[src/rtl/dot_product_mac.sv]
// rtl/dot_product_mac.sv - sequential signed dot-product multiply-accumulate engine
//
// Accepts one signed a/b element pair per in_valid/in_ready handshake,
// accumulates VEC_LEN products into an ACC_WIDTH accumulator (wrapping or
// saturating on overflow) and holds the result until out_ready.
//
// Ports:
//   clk, rst            clock, asynchronous active-high reset
//   in_valid, in_ready  element-pair handshake
//   a, b                signed BIT_WIDTH operands
//   out_valid, out_ready result handshake
//   result              signed ACC_WIDTH dot product (0 when not valid)
//   overflow            sticky step-overflow flag for the vector
//   negative            result sign bit
module dot_product_mac #(
  parameter int BIT_WIDTH = 8,
  parameter int VEC_LEN   = 4,
  parameter int ACC_WIDTH = 16,
  parameter int SATURATE  = 0
) (
  input  logic                 clk,
  input  logic                 rst,
  input  logic                 in_valid,
  output logic                 in_ready,
  input  logic [BIT_WIDTH-1:0] a,
  input  logic [BIT_WIDTH-1:0] b,
  output logic                 out_valid,
  input  logic                 out_ready,
  output logic [ACC_WIDTH-1:0] result,
  output logic                 overflow,
  output logic                 negative
);

  localparam int PW = 2 * BIT_WIDTH;
  localparam int CW = (VEC_LEN > 1) ? $clog2(VEC_LEN) : 1;
  localparam logic [CW-1:0] LAST = CW'(VEC_LEN - 1);

  localparam logic [1:0] S_IDLE  = 2'd0;
  localparam logic [1:0] S_ACCUM = 2'd1;
  localparam logic [1:0] S_DONE  = 2'd2;

  localparam logic [ACC_WIDTH-1:0] ACC_MAX = {1'b0, {(ACC_WIDTH-1){1'b1}}};
  localparam logic [ACC_WIDTH-1:0] ACC_MIN = {1'b1, {(ACC_WIDTH-1){1'b0}}};

  logic [1:0]           state;
  logic [CW-1:0]        count;
  logic [ACC_WIDTH-1:0] acc;
  logic                 ovf;
  // Cleared by reset, set on the first edge after release, so in_ready
  // only rises one clock after rst deasserts.
  logic                 run;

  logic signed [PW-1:0]        a_ext;
  logic signed [PW-1:0]        b_ext;
  logic signed [PW-1:0]        product;
  logic signed [ACC_WIDTH-1:0] product_ext;
  logic [ACC_WIDTH:0]          sum_wide;
  logic                        step_ovf;
  logic [ACC_WIDTH-1:0]        next_acc;
  logic                        accept;

  assign a_ext       = PW'($signed(a));
  assign b_ext       = PW'($signed(b));
  assign product     = a_ext * b_ext;
  assign product_ext = ACC_WIDTH'(product);

  // One extra sign bit: the top two bits disagree exactly when the
  // ACC_WIDTH sum left the representable range; bit ACC_WIDTH is the true sign.
  assign sum_wide = {acc[ACC_WIDTH-1], acc} + {product_ext[ACC_WIDTH-1], product_ext};
  assign step_ovf = sum_wide[ACC_WIDTH] ^ sum_wide[ACC_WIDTH-1];

  always_comb begin
    next_acc = sum_wide[ACC_WIDTH-1:0];
    if (SATURATE != 0 && step_ovf) begin
      next_acc = sum_wide[ACC_WIDTH] ? ACC_MIN : ACC_MAX;
    end
  end

  assign in_ready  = run && (state != S_DONE);
  assign accept    = in_valid && in_ready;
  assign out_valid = (state == S_DONE);
  assign result    = out_valid ? acc : '0;
  assign overflow  = out_valid && ovf;
  assign negative  = result[ACC_WIDTH-1];

  always_ff @(posedge clk or posedge rst) begin
    if (rst) begin
      state <= S_IDLE;
      count <= '0;
      acc   <= '0;
      ovf   <= 1'b0;
      run   <= 1'b0;
    end else begin
      run <= 1'b1;
      case (state)
        S_IDLE, S_ACCUM: begin
          if (accept) begin
            acc <= next_acc;
            ovf <= ovf | step_ovf;
            if (count == LAST) begin
              state <= S_DONE;
              count <= '0;
            end else begin
              state <= S_ACCUM;
              count <= count + CW'(1);
            end
          end
        end
        S_DONE: begin
          if (out_ready) begin
            state <= S_IDLE;
            count <= '0;
            acc   <= '0;
            ovf   <= 1'b0;
          end
        end
        default: begin
          state <= S_IDLE;
          count <= '0;
          acc   <= '0;
          ovf   <= 1'b0;
        end
      endcase
    end
  end

endmodule

[config.mk]
export PLATFORM = sky130hd
export DESIGN_NAME = dot_product_mac
export DESIGN_NICKNAME = d
export VERILOG_FILES = /design/src/rtl/dot_product_mac.sv
export SDC_FILE = /design/constraint.sdc
export NUM_CORES = 1
export LEC_CHECK = 0
export CAP_MARGIN = 20
export CORE_ASPECT_RATIO = 1.25
export CORE_MARGIN = 5
export CORE_UTILIZATION = 64
export DETAILED_ROUTE_END_ITERATION = 16
export PLACE_DENSITY = 0.95
export SLEW_MARGIN = 25
export SYNTH_ARGS = -nofsm -noshare
export SYNTH_HDL_FRONTEND = slang
export SYNTH_SLANG_ARGS = --single-unit
[constraint.sdc]
create_clock -name clk -period 7.9 [get_ports clk]
set_clock_uncertainty 0.2 [all_clocks]
set_input_delay 0.79 -clock clk [delete_from_list [all_inputs] [get_ports clk]]
set_output_delay 0.79 -clock clk [all_outputs]
set_load 0.01 [all_outputs]
# Word-level counts from Yosys, hierarchy flattened
# Index checks and enable logic that the tools add are counted.
# classes
n_addsub	2
multipliers	1
eq_ne	6
mux	14
bitwise	2
n_reduce_logical	6
# op_table
cell	n
16-bit two-way mux	3
16-bit case mux with 2 select lines	1
16-bit by 16-bit adder with 17-bit output	1
8-bit by 8-bit multiplier with 16-bit output	1
2-bit two-way mux	5
2-bit case mux with 2 select lines	2
2-bit equality test (second input constant)	2
2-bit inequality test (second input constant)	2
1-bit logical AND	3
2-bit by 1-bit adder with 2-bit output (second input constant)	1
2-bit by 1-bit equality test with 1-bit output (second input constant)	1
2-bit zero test	1
1-bit two-way mux	2
2-bit by 1-bit inequality test with 1-bit output (second input constant)	1
1-bit case mux with 2 select lines	1
2-bit AND reduction	1
2-bit OR reduction	1
1-bit OR	1
1-bit bitwise XOR	1
# word_totals
reg_bits	22
in_bits	20
out_inout_bits	20
word_cells	36

# Longest topological paths before layout
# logic_depth
depth_word	6
ltp_mapped	19
ltp_nobuf	18

# Least setup slack after synthesis
# No wires, ideal clock.
# synth_timing
path_type	input -> register
startpoint	in a[7]
endpoint	reg ovf
setup_time_ns	0.104
arrival_ns	5.208
required_ns	7.596
path_slack_ns	2.388
stages	15
path_buffers	0
cell_sequence	and2_1 > inv_1 > fa_1 > inv_1 > fa_1 > fa_1 > fa_1 > fa_1 > ha_1 > o21ai_2 > o211a_1 > nor3_2 > nor3_1 > or3_1 > o311ai_1
# synth_between
elab_chain_len	6
# synth_rtl
element	line_no	text
start: declaration	25	input logic [BIT_WIDTH-1:0] a,
8-bit by 8-bit multiplier with 16-bit output	64	assign product = a_ext * b_ext;
16-bit by 16-bit adder with 17-bit output	69	assign sum_wide = {acc[ACC_WIDTH-1], acc} + {product_ext[ACC_WIDTH-1], product_ext};
1-bit bitwise XOR	70	assign step_ovf = sum_wide[ACC_WIDTH] ^ sum_wide[ACC_WIDTH-1];
1-bit OR	99	ovf <= ovf | step_ovf;
1-bit two-way mux	97	if (accept) begin
1-bit case mux with 2 select lines	95	case (state)
end signal: assignment	99	
end: declaration	48	logic ovf;
# No other way between the ends. The select of a mux whose other input is x is not followed.
# A chain may end at the register's enable or synchronous reset.

# Worst setup path in the final report
# layout_timing
startpoint	in b[0]
endpoint	reg ovf
# layout_between
elab_chain_len	6
# layout_rtl
element	line_no	text
start: declaration	26	input logic [BIT_WIDTH-1:0] b,
8-bit by 8-bit multiplier with 16-bit output	64	
16-bit by 16-bit adder with 17-bit output	69	
1-bit bitwise XOR	70	
1-bit OR	99	
1-bit two-way mux	97	
1-bit case mux with 2 select lines	95	
# No other way between the ends. The select of a mux whose other input is x is not followed.

==> qor_table.md <==
| Result | Reported | Unit |
|---|---|---|
| Result of the run | finished, final reports clean | - |
| Number of primary I/O pins | 40 | - |
| Placer Congestion | 0.8690 | - |
| Worst slew margin relative to its limit | 0.3857 | - |
| Relative area change from synthesis to final layout | 12.07 | % |
| Standard-cell row count | 32 | - |
| Worst R2R Start | acc[6]$_DFFE_PP0P_ | - |
| Post-synthesis instance area | 0.004146 | sq mm |
| Number of buffers on the longest clock path | 2 | - |
| Portion of synthesized cell area occupied by the leading cell type | 0.3669 | - |
| DRT antenna net count | 0 | - |
| End point of the worst hold path | count[1]$_DFFE_PP0P_ | - |
| Synthesized netlist net count | 579 | - |
| Number of hold violations in the final report | 0 | - |
| Die height | 99.99 | microns |
| Clock root cell | sky130_fd_sc_hd__clkbuf_8 | - |
| Kind of path behind the tightest hold check | register to register | - |
| Clock sinks | 22 | - |
| Crit path top cell by count | sky130_fd_sc_hd__fa_1 | - |
| CP arrival | 6.28 | ns |
| EDFF count, synth | 0 | - |
| Pins over their slew limit | 0 | - |
| Actual slew at the worst max-slew pin | 0.9214 | ns |
| Number of synthesized register bits | 22 | - |
| Fraction of final layout cells sized beyond drive strength 1 | 0.02731 | - |
| Sequential element share of the synthesized area | 0.1328 | - |
| Clock tree from TritonCTS | yes | - |
| Yosys cell types | 46 | - |
| Crit path max-delay family | adder cells | - |
| Register-to-Register Setup Slack | 2.77 | ns |
| Average wire per cell in the routed design | 16.76 | microns |
| Post-CTS Repair Setup Buffers | 0 | - |
| Final HPWL from detailed placement | 8054 | microns |
| Buffer and inverter count on the worst path | 3 | - |
| Number of violations of the max-capacitance limit | 0 | - |
| Maximum number of pins on one net before global-route repair | 30 | - |
| Cell count of the worst reg-to-reg path | 16 | - |
| Async set or reset register ratio after synthesis | 1.000 | - |
| Setup TNS | 0 | ns |
| Hold Startpoint | count[1]$_DFFE_PP0P_ | - |
| Cell Count, Final, Fillers Out | 561 | - |
| Cell accounting for the most synthesized area | sky130_fd_sc_hd__fa_1 | - |
| RR Endpoint | acc[14]$_DFFE_PP0P_ | - |
| Number of design-rule violations left by the first detailed-router iteration | 161 | - |
| Critical path's largest stage delay | 0.63 | ns |
| Starting density of the core | 0.6639 | - |
| Global-route wire length before repair | 16250 | microns |
| Vias in the first global route | 3523 | - |
| Fin util | 0.7440 | - |
| Resized cells post-CTS | 0 | - |
| Number of vias after detailed routing | 3156 | - |
| Area of the die | 0.008199 | sq mm |
| Net count of the finished layout | 614 | - |
| Overall overflow remaining after global route | 0 | - |
| Largest fanout of any net on the critical path | 8 | - |
| Latest clock arrival within the worst-skew pair | 0.26 | ns |
| Number of warnings issued by yosys | 0 | - |
| Number of endpoints failing setup at the final stage | 0 | - |
| Cell count after synthesis | 443 | - |
| Leading post-synthesis cells by cell area | sky130_fd_sc_hd__fa_1 (37%), sky130_fd_sc_hd__dfrtp_1 (13%), sky130_fd_sc_hd__ha_1 (12%), sky130_fd_sc_hd__inv_1 (8.3%), sky130_fd_sc_hd__and2_1 (7.5%) | - |
| Clock edge transition at the registers on the reported setup and hold paths | 0.07 | ns |
| Placeable Area | 0.006246 | sq mm |
| Fill count | 422 | - |
| Final period utilization | 0.8004 | - |
| Number of CTS-inserted buffers | 3 | - |
| Number of antenna cells inserted | 0 | - |
| CTS Hold Bufs | 0 | - |
| Category of the most critical setup path | primary input to register | - |
| Antenna violations before repair | 0 | - |
| Pre-antenna DRT Iters | 4 | - |
| Global-route usage over all layers | 0.2551 | - |
| Avg Inst Size Synth | 9.360 | sq um |
| Post-detailed-routing wire length | 9404 | microns |
| Number of levels the H-tree was split into | 1 | - |
| Instance count on the critical path | 16 | - |
| Depth of the worst hold-timing path | 2 | - |
| Data required time at the worst endpoint | 7.86 | ns |
| Slowest cell on crit path | sky130_fd_sc_hd__clkdlybuf4s50_1 | - |
| Number of cells in the design after placement | 558 | - |
| Fin crit period | 6.323 | ns |
| Ordered list of cells on the worst path | clkdlybuf4s50_1, and2_1, inv_1, fa_1, inv_1, fa_1, fa_1, fa_1, fa_1, ha_1, o21ai_2, o211a_1, nor3_2, nor3_1, or3_1, o311ai_1 | - |
| Category of the worst setup path capture point | register | - |
| Via density per instance | 5.626 | - |
| Main flop type after synthesis | sky130_fd_sc_hd__dfrtp_1 | - |
| Total of buffers placed on input and output ports | 39 | - |
| DRC violations left | 0 | - |
| Unrepaired setup endpoints after global routing | false | - |
| CP Launch Type | primary input | - |
| Maximum clock rate | 158.1 | MHz |
| Die Span X | 82.00 | microns |
-- logic make-up after synthesis --
group | Yosys count | synth area share
other | 1 | 0.0009044
AO/OA/AOI/OAI | 53 | 0.08993
adder cells (fa/ha/maj) | 116 | 0.4876
flip-flops | 22 | 0.1328
XOR/XNOR | 11 | 0.02324
AND/OR/NAND/NOR | 138 | 0.1717
buffers and inverters | 102 | 0.09384
-- cell type report --
cell class                 instances  area (sq um)  share of cell area
tap                               85         106.4             0.02289
inverter                          93         349.1             0.07512
multi-input combinational        319          3209              0.6906
timing repair buffer              39         390.4             0.08401
clock buffer                       3         41.29            0.008885
sequential                        22         550.5              0.1185
-- synth_stat cells, types with 2 or more instances --
cell,count
sky130_fd_sc_hd__nor2b_1,3
sky130_fd_sc_hd__a211oi_2,2
sky130_fd_sc_hd__o21ai_2,2
sky130_fd_sc_hd__xnor2_1,9
sky130_fd_sc_hd__inv_1,92
sky130_fd_sc_hd__ha_1,40
sky130_fd_sc_hd__nand2b_1,8
sky130_fd_sc_hd__nor3_1,3
sky130_fd_sc_hd__nand3_1,2
sky130_fd_sc_hd__buf_2,2
sky130_fd_sc_hd__xor2_1,2
sky130_fd_sc_hd__o21ai_0,14
sky130_fd_sc_hd__o41ai_1,2
sky130_fd_sc_hd__a31oi_1,2
sky130_fd_sc_hd__and2_1,50
sky130_fd_sc_hd__a21oi_1,6
sky130_fd_sc_hd__o21a_1,4
sky130_fd_sc_hd__clkbuf_1,6
sky130_fd_sc_hd__fa_1,76
sky130_fd_sc_hd__o21bai_1,3
sky130_fd_sc_hd__a211o_1,2
sky130_fd_sc_hd__a21o_1,3
sky130_fd_sc_hd__dfrtp_1,22
sky130_fd_sc_hd__o31ai_1,5
sky130_fd_sc_hd__nand2_1,48
sky130_fd_sc_hd__nor2_1,15
-- routing by layer --
layer | vias to the layer above | global-route usage | routed length, microns
li1 | 1437 | - | -
met1 | 1587 | 0.3045 | 3516
met2 | 103 | 0.4611 | 5169
met3 | 29 | 0.02513 | 365
met4 | 0 | 0.1023 | 352
met5 | - | 0 | 0
-- sequential cells by signal, summed over array words and instances, names as in the netlist --
name / flops
acc: 16
count: 2
state: 2
ovf: 1
run: 1
-- worst register-to-register path: cells and delay by family (launching register included) --
kind,cells,cell delay (ns)
buffers and inverters,4,0.22
and+or+nand+nor,2,0.60
DFF,1,0.39
adders and majority gates,6,2.76
AOI/OAI and AO/OA,4,0.82
-- cell usage in the layout (no fill, tap or decap), types with 2 or more instances in the layout --
master and instances:
sky130_fd_sc_hd__ha_1 40, sky130_fd_sc_hd__a21oi_1 6, sky130_fd_sc_hd__a31oi_1 2, sky130_fd_sc_hd__nor3_1 3, sky130_fd_sc_hd__fa_1 76, sky130_fd_sc_hd__clkdlybuf4s50_1 39
sky130_fd_sc_hd__xnor2_1 9, sky130_fd_sc_hd__o21a_1 4, sky130_fd_sc_hd__nor2b_2 2, sky130_fd_sc_hd__nand3_1 2, sky130_fd_sc_hd__dfrtp_1 22, sky130_fd_sc_hd__clkbuf_8 3
sky130_fd_sc_hd__nand2b_1 8, sky130_fd_sc_hd__nor2b_1 2, sky130_fd_sc_hd__nand2_1 48, sky130_fd_sc_hd__a211oi_2 2, sky130_fd_sc_hd__a21o_1 3, sky130_fd_sc_hd__o21bai_1 3
sky130_fd_sc_hd__a211o_1 2, sky130_fd_sc_hd__o21ai_0 14, sky130_fd_sc_hd__nor2_1 15, sky130_fd_sc_hd__o21ai_2 2, sky130_fd_sc_hd__o41ai_1 2, sky130_fd_sc_hd__and2_1 50
sky130_fd_sc_hd__o31ai_1 5, sky130_fd_sc_hd__inv_1 92, sky130_fd_sc_hd__xor2_1 2
-- through the flow --
stage	cell area, sq um	setup WS (ns)	hold slack, ns
floorplan	4146	2.388	0.2538
global placement	4603	1.494	0.2727
detailed placement	4603	1.327	0.2877
CTS	4644	1.573	0.3042
global route	4647	1.291	0.3313
finish	4647	1.577	0.2980
-- worst max-delay path by stage --
stage | from | slack (ns) | end
after detailed placement | b[0] | 1.33 | ovf$_DFFE_PP0P_
after global placement | b[0] | 1.49 | acc[14]$_DFFE_PP0P_
after floorplan | a[7] | 2.39 | ovf$_DFFE_PP0P_
after CTS | b[0] | 1.57 | ovf$_DFFE_PP0P_
final | b[0] | 1.58 | ovf$_DFFE_PP0P_
after global routing | b[0] | 1.29 | acc[14]$_DFFE_PP0P_
Power is not shown: default switching activity piles up to over one toggle a cycle in this logic, so the estimate is an artifact.
